[src/rtl/rst_seq_pkg.sv]
// Shared definitions for the reset request sequencer and its helpers.
// Holds the sequencer state encoding and the default parameter values so
// that every always-on block agrees on them.
package rst_seq_pkg;

  localparam int STRETCH_CYCLES_DEF = 16;
  localparam int SYNC_STAGES_DEF    = 3;
  localparam int TIMEOUT_CYCLES_DEF = 64;

  // ASSERT is the all-zero encoding so the reset state is also the
  // power-on sequence entry point.
  typedef enum logic [1:0] {
    ST_ASSERT  = 2'd0,
    ST_WAIT_HI = 2'd1,
    ST_RELEASE = 2'd2,
    ST_IDLE    = 2'd3
  } rst_seq_state_e;

endpackage

[src/rtl/rst_ack_sync.sv]
// Single-bit multi-flop synchronizer for feedback signals (e.g. a target
// domain's synchronized reset) that are asynchronous to the always-on clock.
// Ports:
//   clock, reset : always-on clock, async active-high reset (flops clear to 0)
//   d            : asynchronous input
//   q            : d delayed by SYNC_STAGES clock edges
module rst_ack_sync
  import rst_seq_pkg::*;
#(
  parameter int SYNC_STAGES = SYNC_STAGES_DEF
) (
  input  logic clock,
  input  logic reset,
  input  logic d,
  output logic q
);

  logic [SYNC_STAGES-1:0] sync_q;

  always_ff @(posedge clock or posedge reset) begin
    if (reset) sync_q <= '0;
    else       sync_q <= {sync_q[SYNC_STAGES-2:0], d};
  end

  assign q = sync_q[SYNC_STAGES-1];

endmodule

[src/rtl/reset_request_sequencer.sv]
// Initiator side of a target-domain reset handshake. Accepts reset requests,
// drives a stretched reset into the target, waits for the target's
// synchronized reset to come back asserted and then released, and reports
// completion (done) or timeout (err). Reset itself starts a power-on sequence.
// Ports:
//   clock, reset : always-on clock, async active-high reset
//   req_valid    : reset request, held until accepted
//   req_ready    : high in IDLE only
//   rst_out      : registered reset to the target's synchronizer
//   tgt_ack      : target's synchronized reset, asynchronous feedback
//   busy         : high in every state except IDLE
//   done, err    : single-cycle completion / timeout pulses
module reset_request_sequencer
  import rst_seq_pkg::*;
#(
  parameter int STRETCH_CYCLES = STRETCH_CYCLES_DEF,
  parameter int SYNC_STAGES    = SYNC_STAGES_DEF,
  parameter int TIMEOUT_CYCLES = TIMEOUT_CYCLES_DEF
) (
  input  logic clock,
  input  logic reset,
  input  logic req_valid,
  output logic req_ready,
  output logic rst_out,
  input  logic tgt_ack,
  output logic busy,
  output logic done,
  output logic err
);

  localparam int CNT_MAX = (STRETCH_CYCLES > TIMEOUT_CYCLES) ? STRETCH_CYCLES : TIMEOUT_CYCLES;
  localparam int CW      = $clog2(CNT_MAX);
  localparam logic [CW-1:0] STRETCH_LAST = CW'(STRETCH_CYCLES - 1);
  localparam logic [CW-1:0] TIMEOUT_LAST = CW'(TIMEOUT_CYCLES - 1);

  rst_seq_state_e state, state_nx;
  logic [CW-1:0]  cnt, cnt_nx;
  logic           done_nx, err_nx;
  logic           ack_s;

  rst_ack_sync #(.SYNC_STAGES(SYNC_STAGES)) u_ack_sync (
    .clock (clock),
    .reset (reset),
    .d     (tgt_ack),
    .q     (ack_s)
  );

  // The counter is cleared on every state change, so it only has to span
  // the longer of the stretch and timeout windows and never wraps.
  always_comb begin
    state_nx = state;
    cnt_nx   = cnt + 1'b1;
    done_nx  = 1'b0;
    err_nx   = 1'b0;
    case (state)
      ST_ASSERT: begin
        if (cnt == STRETCH_LAST) begin
          state_nx = ST_WAIT_HI;
          cnt_nx   = '0;
        end
      end
      ST_WAIT_HI: begin
        // ack is tested first so a same-cycle ack beats the timeout
        if (ack_s) begin
          state_nx = ST_RELEASE;
          cnt_nx   = '0;
        end else if (cnt == TIMEOUT_LAST) begin
          err_nx   = 1'b1;
          state_nx = ST_RELEASE;
          cnt_nx   = '0;
        end
      end
      ST_RELEASE: begin
        if (!ack_s) begin
          done_nx  = 1'b1;
          state_nx = ST_IDLE;
          cnt_nx   = '0;
        end else if (cnt == TIMEOUT_LAST) begin
          err_nx   = 1'b1;
          done_nx  = 1'b1;
          state_nx = ST_IDLE;
          cnt_nx   = '0;
        end
      end
      ST_IDLE: begin
        cnt_nx = '0;
        if (req_valid) state_nx = ST_ASSERT;
      end
      default: begin
        state_nx = ST_ASSERT;
        cnt_nx   = '0;
      end
    endcase
  end

  // rst_out is registered from the next state so it is glitch-free toward
  // the target and still tracks ASSERT/WAIT_HI exactly.
  always_ff @(posedge clock or posedge reset) begin
    if (reset) begin
      state   <= ST_ASSERT;
      cnt     <= '0;
      done    <= 1'b0;
      err     <= 1'b0;
      rst_out <= 1'b1;
    end else begin
      state   <= state_nx;
      cnt     <= cnt_nx;
      done    <= done_nx;
      err     <= err_nx;
      rst_out <= (state_nx == ST_ASSERT) || (state_nx == ST_WAIT_HI);
    end
  end

  assign req_ready = (state == ST_IDLE);
  assign busy      = (state != ST_IDLE);

endmodule

[config.mk]
export PLATFORM = sky130hd
export DESIGN_NAME = reset_request_sequencer
export DESIGN_NICKNAME = d
export VERILOG_FILES = /design/src/rtl/rst_seq_pkg.sv /design/src/rtl/rst_ack_sync.sv /design/src/rtl/reset_request_sequencer.sv
export SDC_FILE = /design/constraint.sdc
export NUM_CORES = 1
export LEC_CHECK = 0
export BUFFER_PORTS_ARGS = -buffer_cell sky130_fd_sc_hd__buf_2
export CORE_AREA = 3 3 57 64
export DETAILED_ROUTE_END_ITERATION = 12
export DIE_AREA = 0 0 60 67
export SYNTH_ARGS = -nofsm -noshare
export SYNTH_HDL_FRONTEND = slang
export SYNTH_SLANG_ARGS = --single-unit
[constraint.sdc]
create_clock -name clock -period 2 [get_ports clock]
set_input_delay 0.4 -clock clock [delete_from_list [all_inputs] [get_ports clock]]
set_output_delay 0.4 -clock clock [all_outputs]
set_load 0.05 [all_outputs]
; Yosys cells after proc, flatten, opt, wreduce, memory -nomap -nowiden
; Cells that the tools add are included.
[totals]
out_inout_bits = 5
reg_bits = 14
input_bits = 4
[op_classes]
mux = 18
eq_ne = 7
n_addsub = 1
reduce_logical = 3
[op_table]
columns = cell, count
row1 = $mux W6, 4
row2 = $pmux W6 S4, 1
row3 = $mux W2, 6
row4 = $pmux W2 S4, 1
row5 = $add A6 B1 Y6 const B, 1
row6 = $eq A6 B4 Y1 const B, 1
row7 = $eq A6 B6 Y1 const B, 1
row8 = $mux W1, 5
row9 = $eq A2 B1 Y1 const B, 2
row10 = $eq A2 B2 Y1 const B, 2
row11 = $logic_not A2 Y1, 2
row12 = $ne A2 B2 Y1 const B, 1
row13 = $pmux W1 S2, 1
row14 = $logic_or A1 B1 Y1, 1

; Longest topological paths before layout
; Gate-level depths: netlist of the first run.
[depth]
ltp_word = 6
mapped_depth = 7

; Modules after synthesis
; A second synthesis of the first run with hierarchy kept.
[unflattened]
hier_cells = 66
area_unflattened_um2 = 699.4
[by_module_without_submodules]
columns = mod, instances, cells_per_inst, seq_area_each_um2, area_each_um2
row1 = reset_request_sequencer, 1, 62, 276.5, 620.6
row2 = rst_ack_sync, 1, 4, 75.1, 78.8

; Worst setup path after synthesis of the first run
; Ideal clock, no wire load.
[synth_path]
path_kind = register -> output
from = register state[1]
to = output busy
arrival_ns = 1.242
stages_incl_launch_ff = 3
required_time_ns = 1.600
n_path_buf = 0
path_slack_ns = 0.358
cell_sequence = dfrtp_1 -> ha_1 -> inv_1
[synth_via]
elab_chain_len = 1
[synth_lines]
columns = element, line_no
row1 = "start, declared", reset_request_sequencer.sv:36  ; rst_seq_state_e state, state_nx;
row2 = "start signal, assigned", reset_request_sequencer.sv:106  ; state <= state_nx;
row3 = $ne A2 B2 Y1, reset_request_sequencer.sv:115  ; assign busy = (state != ST_IDLE);
row4 = "end, declared", reset_request_sequencer.sv:26  ; output logic busy,
; Every way passes these cells.

; Worst setup path after layout of the first run
[layout_path]
from = register state[0]
to = output busy
; The elaborated chain is that of the path after synthesis.

==> results of run 1 <==
-- worst reg2reg max path, stage by stage (launching register included) --
cell	delay (ps)
dfrtp_1	430
inv_1	120
ha_1	360
nand2b_1	150
o22a_1	230
o22ai_2	160
nor2_1	80
-- how the worst min path moves through the flow --
stage	startpoint	endpoint	slack, ps	depth (start not counted)
2_1_floorplan	reset	cnt[0]	290	1
3_3_place_gp	u_ack_sync.sync_q[1]	u_ack_sync.sync_q[2]	340	0
3_5_place_dp	u_ack_sync.sync_q[0]	u_ack_sync.sync_q[1]	340	0
4_1_cts	reset	u_ack_sync.sync_q[0]	160	2
5_1_grt	reset	u_ack_sync.sync_q[0]	190	2
6_report	reset	u_ack_sync.sync_q[2]	140	2
-- cells in the mapped netlist, drive strengths merged --
library cell   n  area share
dfrtp         13        0.47
nor2          10       0.054
inv            7       0.038
a21oi          5       0.036
ha             5       0.090
nand2          3       0.016
a21o           2       0.022
nand2b         2       0.018
nand3          2       0.032
xnor2          2       0.025
a2111oi        1       0.022
a21boi         1       0.016
and3           1      0.0090
buf            1      0.0072
dfstp          1       0.038
nor2b          1      0.0090
nor3b          1       0.011
o22a           1       0.013
o22ai          1       0.018
o2bb2ai        1       0.013
o31a           1       0.014
o31ai          1       0.011
or2            1      0.0090
xor2           1       0.013
-- state kept, by name, indices dropped and copies added (netlist names) --
name,flops
cnt,6
done,1
u_ack_sync.sync_q,3
err,1
rst_out,1
state,2
-- metrics by stage --
step,power [µW],utilization
4_1_cts,1160,0.266
3_5_place_dp,947,0.254
3_3_place_gp,943,0.254
6_report,1150,0.266
5_1_grt,1250,0.266
2_1_floorplan,850,-
-- cell type report --
type,instances,area (µm²)
Fill cell,324,2240
Sequential cell,14,352
Multi-Input combinational cell,43,313
Tap cell,34,42.5
Timing Repair Buffer,8,40.0
Clock buffer,4,36.3
Inverter,7,26.3
-- routing by layer --
metal | GRT usage | up-vias | share of wire
li1 | - | 237 | -
met1 | 0.0827 | 218 | 0.45
met2 | 0.108 | 16 | 0.46
met3 | 0.0368 | 4 | 0.079
met4 | 0.0249 | 0 | 0.017
met5 | 0 | - | 0
-- where the power goes --
part / leakage (µW) / switching (µW) / total [µW] / internal, µW
sequential: 0.000178 / 49.9 / 406 / 356
clock: 0.0000210 / 93.5 / 204 / 111
combinational: 0.000178 / 341 / 536 / 195
total: 0.000377 / 485 / 1150 / 662
-- cell usage in the layout, fill, tap and decap left out, types with 2 or more instances in the layout --
cell	instances
clkbuf_4	3
xnor2_1	2
buf_2	8
a21o_1	2
ha_1	5
nor2_1	10
inv_1	7
a21oi_1	5
nand2_1	3
dfrtp_1	13
nand2b_1	2
-- cells by family (layout without fill, tap and decap cells) --
family,Yosys count,in the layout
AOI/OAI and AO/OA,14,14
and+or+nand+nor,21,21
xor gates and xnor gates,3,3
adders and majority gates,5,5
buffers and inverters,8,19
DFF,14,14
==> results.toml, run 1 <==
[outcome]
status = "finished clean"

[clocking]
clock_sinks = 14
post_cts_buffers = 0
clk_path_buf_depth = 2
clkLatencyLatePin_ps = 280
root_buffer = "clkbuf_4"
htreeDepth = 1
cts-resized-gates = 0
cts_made_buffers = 3
cts_hold_buffers = 0
path_clk_slew_ps = 90
cts_tree = "yes"

[floorplanning]
dieArea_mm2 = 0.00402
rows = 21
fp.dieW_um = 60
fp.coreArea_mm2 = 0.00305
die_h_um = 67
ioPinCount = 9
initial_core_util = 0.228

[power]
peakVddDrop_mv = 0.594
p_leak_uw = 0.000377
power_density_mw_per_mm2 = 1420

[cells_and_area]
num_antenna_cells = 0
fin_area_um2 = 810
drive_gt1_frac = 0.237
finalNetCount = 86
areaGrowthSynthToFinish_pct = 16.4
final_cells = 110

[global_route]
grt_max_degree = 15
grt-ovfl-total = 0
antenna_found_initial = 0
grt_pass1_wl_mm = 2.13
grt_pass1_vias = 500
track_usage = 0.0705

[placement]
place_area_um2 = 773
gp_congestion = 0.801
dp_cells = 106
dpl_worst_slack_ps = 393
io_buffers = 8
dp_hpwl_um = 887

[critical_path]
crit_start = "state[0]"
path_class = "register to output pin"
slowest_stage = "dfrtp_1"
worstPathMaxFanout = 3
crit_family = "flip-flops"
crit_end = "busy"
worstSetupStartpointType = "register"
timing.rr.start = "state[0]"
critPathCaptureType = "output pin"
crit_arrival_ps = 1250
crit_cells = 3
cp_data_required_time_ps = 1600
r2r-end = "cnt[3]"
crit_path_max_incr_delay_ps = 430
path_buf_inv = 2
path_cells = "ha_1 > inv_1 > buf_2"
ff2ff_setup_slack_ps = 360
r2r_cells = 6

[sta]
finalCritPeriodShare = 0.825
finClkSkew_ps = 2.16
setup_viol = 0
period_minus_slack_ps = 1650
fmax_ghz = 0.606
setup_slack_ps = 349
setup_tns_ps = 0
rsz0062_at_grt = "no"
worstMarginPinSlew_ps = 524
slew_headroom = 0.650
holdWs_ps = 141
hold_viol = 0
drv_slew = 0

[run]
max-cap-violations = 0

[synthesis]
synth_cell_types = 25
syn_avg_cell_area_um2 = 10.7
synth_compound_area_frac = 0.164
synth-simple-area-share = 0.158
muxShareOfSynthArea = 0
synth_seq_cells = 14
synth_fa_ha_area_frac = 0.0899
synth_top_family_by_area = "compound AO/OA/AOI/OAI gates"
seq_area_frac_synth = 0.505
synthXorXnorAreaFrac = 0.0378
ys_warn_count = 0
synth_nets = 74
synthCells = 65
synth_area_um2 = 696

[routing]
avgViaCountPerCell = 4.32
wl_per_cell_um = 10.5
ant_nets = 0
wirelength_mm = 1.15
drt_pre_antenna_iters = 4
drc = 0
vias = 475
first_iter_violations = 9

[worst_hold_path]
min_path_type = "primary input to async pin"
(Power assumes the default switching activity.)
==> inputs of run 2 (changes only) <==
clock period = 1.5 ns   (was 2 ns; I/O delays follow)
==> results.toml, run 2 (same netlist as run 1, synthesis figures left out) <==
[outcome]
status = "finished clean"

[cells_and_area]
top_regs = "cnt x6, u_ack_sync.sync_q x3, state x2"
ff_latch_area_um2 = 352
finalNetCount = 91
multiInputGateArea_um2 = 352
fin_area_um2 = 895
num_antenna_cells = 0
areaGrowthSynthToFinish_pct = 28.6
drive_gt1_frac = 0.358
largest_register_ffs = 6
final_cells = 115
top_register = "cnt"
final_cell_mix = "13 x dfrtp_1, 10 x nor2_1, 6 x inv_1, 6 x buf_2"
fillers = 327
layout_commonest_cell = "dfrtp_1"

[routing]
first_iter_violations = 15
wl_per_cell_um = 11.3
drt_pre_antenna_iters = 4
avgViaCountPerCell = 4.45
vias = 512
wirelength_mm = 1.30
drc = 0
ant_nets = 0

[floorplanning]
initial_core_util = 0.228
fp.coreArea_mm2 = 0.00305
fp.dieW_um = 60
die_h_um = 67
dieArea_mm2 = 0.00402
rows = 21
ioPinCount = 9

[critical_path]
timing.rr.start = "state[1]"
crit_arrival_ps = 1130
crit_start = "state[0]"
critPathCaptureType = "output pin"
cp_data_required_time_ps = 1200
worstPathMaxFanout = 3
worstSetupStartpointType = "register"
path_class = "register to output pin"

[power]
power_density_mw_per_mm2 = 1960
p_clk_frac = 0.156
power_switching_uw = 731
p_sw_frac = 0.416
p_int_uw = 1030
peakVddDrop_mv = 0.922
pwr-share-seq = 0.304
combPwrFrac = 0.540
p_leak_uw = 0.000407

[sta]
drv_slew = 0
finClkSkew_ps = 6.63
slew_headroom = 0.649
fmax_ghz = 0.699
finalCritPeriodShare = 0.954
setup_viol = 0
worstMarginPinSlew_ps = 527
hold_viol = 0
period_minus_slack_ps = 1430

[clocking]
cts-resized-gates = 0
cts_made_buffers = 3
htreeDepth = 1
root_buffer = "clkbuf_4"
clk_path_buf_depth = 2
cts_hold_buffers = 0
clkLatencyLatePin_ps = 280
clock_sinks = 14
path_clk_slew_ps = 90
post_cts_buffers = 0
cts_tree = "yes"

[global_route]
met1_usage = 0.0768
antenna_found_initial = 0
track_usage = 0.0756
grt-busiest-layer = "met2"
grt_pass1_wl_mm = 2.27
grt-ovfl-total = 0
grt_pass1_vias = 521
grt_max_degree = 15
use_met3 = 0.0465
grtUsageMet2 = 0.128

[worst_hold_path]
min_path_type = "primary input to async pin"

[placement]
dp_hpwl_um = 980
dp_cells = 111
place_area_um2 = 813
gp_congestion = 0.823
io_buffers = 8

[run]
max-cap-violations = 0
run 2: final timing paths:
check                                             to  cells past startpoint  slack, ps
worst max-delay path                            busy                      3         70
worst min-delay path            u_ack_sync.sync_q[2]                      2         30
worst max register to register              state[1]                      5         70
worst min register to register  u_ack_sync.sync_q[2]                      0        350
max in group asynchronous                    rst_out                      2       1110
min in group clock              u_ack_sync.sync_q[0]                      1        130
run 2: power groups by stage:
stage          Sequential [µW]  Combinational [µW]  Clock (µW)
5_1_grt                    554                1050         302
3_3_place_gp               537                 800           0
4_1_cts                    534                 822         281
2_1_floorplan              622                 517           0
6_report                   534                 949         274
3_5_place_dp               542                 818           0
run 2: final cells by class:
type                    instances  area share
flip-flops and latches         14       0.393
inverters                       7      0.0294
repair buffers                 13      0.0965
well taps                      34      0.0476
clock buffers                   4      0.0406
multi-input cells              43       0.393
run 2: stage by stage:
stage | util | total power [µW] | setup TNS, ps | worst slack [ps] | hold WS [ps]
floorplan | - | 1140 | 0 | 66.7 | 189
global placement | 0.267 | 1340 | 0 | 92.9 | 334
detailed placement | 0.267 | 1360 | 0 | 36.2 | 338
CTS | 0.279 | 1640 | 0 | 1.23 | 64.0
global route | 0.294 | 1910 | -14.1 | -9.89 | 71.1
finish | 0.294 | 1760 | 0 | 69.4 | 32.8
run 2: per-layer routing:
layer	vias to the layer above	share of wire
li1	248	-
met5	-	0
met3	2	0.068
met2	14	0.52
met4	0	0.0054
met1	248	0.40
run 2: critical path, cell delays in order, from the launching register on:
cell and delay [ps]:
dfrtp_1 420, ha_2 210, inv_1 60, buf_6 150
==> inputs of run 3 (changes only) <==
BUFFER_PORTS_ARGS = unset   (was -buffer_cell sky130_fd_sc_hd__buf_2)
CORE_AREA = 3 3 60 62   (was 3 3 57 64)
DIE_AREA = 0 0 63 65   (was 0 0 60 67)
DONT_BUFFER_PORTS = 1   (was unset)
SYNTH_HIERARCHICAL = 1   (was unset)
==> results.toml, run 3 <==
[routing]
wl_per_cell_um = 11.0
ant_nets = 0
first_iter_violations = 4
wirelength_mm = 1.31
drc = 0
drt_pre_antenna_iters = 2
avgViaCountPerCell = 4.14
vias = 493

[power]
power_uw = 1730
pwr-share-seq = 0.370
p_clk_frac = 0.127
power_switching_uw = 742
peakVddDrop_mv = 0.481
p_sw_frac = 0.429
power_density_mw_per_mm2 = 1950
p_int_uw = 986
p_leak_uw = 0.000368
combPwrFrac = 0.502

[run]
max-cap-violations = 0

[sta]
rsz0062_at_grt = "yes"
worstMarginPinSlew_ps = 466
setup_viol = 0
finalCritPeriodShare = 0.980
period_minus_slack_ps = 1470
fmax_ghz = 0.680
finClkSkew_ps = 5.46
drv_slew = 0
slew_headroom = 0.690
hold_viol = 0

[placement]
io_buffers = 0
dp_hpwl_um = 975
place_area_um2 = 790
gp_congestion = 0.725

[floorplanning]
initial_core_util = 0.227
die_h_um = 65
ioPinCount = 9
dieArea_mm2 = 0.00410
fp.dieW_um = 63
rows = 20
fp.coreArea_mm2 = 0.00308

[synthesis]
synth_cell_types = 25
synth_common_cells = "13 x dfrtp_1, 10 x nor2_1, 8 x inv_1"
synthCells = 66
synth_seq_cells = 14
syn_avg_cell_area_um2 = 10.6
synth_top_flop_cell = "dfrtp_1"
synth_edf_count = 0
synth_area_um2 = 699
seq_area_frac_synth = 0.503
post_synth_main_area_contributors = "dfrtp_1 47%, ha_1 8.9%, nor2_1 5.4%, inv_1 4.3%, dfstp_2 3.8%"
synth_top_area_share = 0.465
yosysTopAreaCell = "dfrtp_1"
yosysMostFrequentCell = "dfrtp_1"
ys_warn_count = 6
synth_nets = 75
async_reset_ff_frac = 1.00

[critical_path]
worstSetupStartpointType = "register"
worstPathMaxFanout = 3
path_class = "register to output pin"
crit_arrival_ps = 1170
critPathCaptureType = "output pin"
cp_data_required_time_ps = 1200
ff2ff_setup_slack_ps = 60

[global_route]
grt_pass1_wl_mm = 2.02
grt-ovfl-total = 0
track_usage = 0.0661
grt_pass1_vias = 474
antenna_found_initial = 0
grt_max_degree = 12

[clocking]
clock_sinks = 14
post_cts_buffers = 0
cts_tree = "yes"
path_clk_slew_ps = 80
root_buffer = "clkbuf_4"
clk_path_buf_depth = 2
clkLatencyLatePin_ps = 280
cts_made_buffers = 3
htreeDepth = 1

[cells_and_area]
num_antenna_cells = 0
fillers = 328
finalNetCount = 85
final_cell_mix = "12 x dfrtp_1, 10 x nor2_1, 5 x inv_1, 5 x a21oi_1, 5 x buf_4"
areaGrowthSynthToFinish_pct = 27.0
layout_commonest_cell = "dfrtp_1"
fin_area_um2 = 888
top_register = "cnt"
fin_util = 0.289
largest_register_ffs = 6
drive_gt1_frac = 0.320
top_regs = "cnt x6, u_ack_sync/sync_q x3, state x2"

[worst_hold_path]
min_path_type = "primary input to register"

[outcome]
status = "finished clean"
[run 3: cell types whose count changed after synthesis]
cell and delta:
inv_1 +1
[run 3: logic make-up after synthesis]
| logic type | share of synthesized area |
|---|---|
| adder cells (fa/ha/maj) | 0.0894 |
| buffers and inverters | 0.0501 |
| XOR/XNOR | 0.0376 |
| AO/OA/AOI/OAI | 0.163 |
| AND/OR/NAND/NOR | 0.157 |
| flip-flops | 0.503 |
[run 3: layout make-up]
class	instances	area (µm²)	share of cell area
Timing Repair Buffer	6	47.5	0.0535
Tap cell	44	55.1	0.0620
Multi-Input combinational cell	43	373	0.420
Inverter	8	33.8	0.0380
Sequential cell	14	353	0.397
Clock buffer	4	26.3	0.0296
[run 3: what timing repair did]
action,CTS,global route
pin swaps,1,3
hold endpoints to repair,13,0
hold buffers,1,0
setup endpoints to repair,2,8
gates resized for setup,2,12
[run 3: final timing paths]
path,cells past startpoint,to,start
worst min register to register,0,u_ack_sync/sync_q[2],u_ack_sync/sync_q[1]
worst max-delay path,2,busy,state[1]
worst max register to register,5,cnt[3],state[1]
max in group asynchronous,2,rst_out,reset
worst min-delay path,0,u_ack_sync/sync_q[0],tgt_ack
min in group asynchronous,2,u_ack_sync/sync_q[1],reset
[run 3: power groups by stage]
stage | Clock, µW | Combinational [µW] | Sequential, µW
floorplan | 0 | 517 | 622
global placement | 0 | 693 | 630
detailed placement | 0 | 705 | 637
CTS | 233 | 759 | 630
global route | 250 | 953 | 652
finish | 220 | 868 | 640
[run 3: critical path, cell delays in order (launching register included)]
cell and delay [ps]:
dfrtp_1 410, ha_2 240, clkinvlp_4 250
[run 3: through the flow]
| step | TNS [ps] | hold WS [ps] | cells | setup slack, ps |
|---|---|---|---|---|
| after global placement | 0 | 65.1 | 114 | 40.5 |
| after detailed placement | 0 | 68.0 | 114 | 4.36 |
| after floorplan | 0 | 53.6 | 66 | 66.7 |
| after CTS | 0 | 35.0 | 119 | 8.23 |
| final | 0 | 50.0 | 119 | 29.7 |
| after global routing | -32.8 | 24.7 | 119 | -17.7 |
[run 3: per-layer routing]
layer	track usage	wire length, µm	vias to the layer above
met1	0.0683	587	245
met2	0.120	645	8
met4	0.0165	19	0
li1	-	-	238
met3	0.0312	61	2
met5	0	0	-
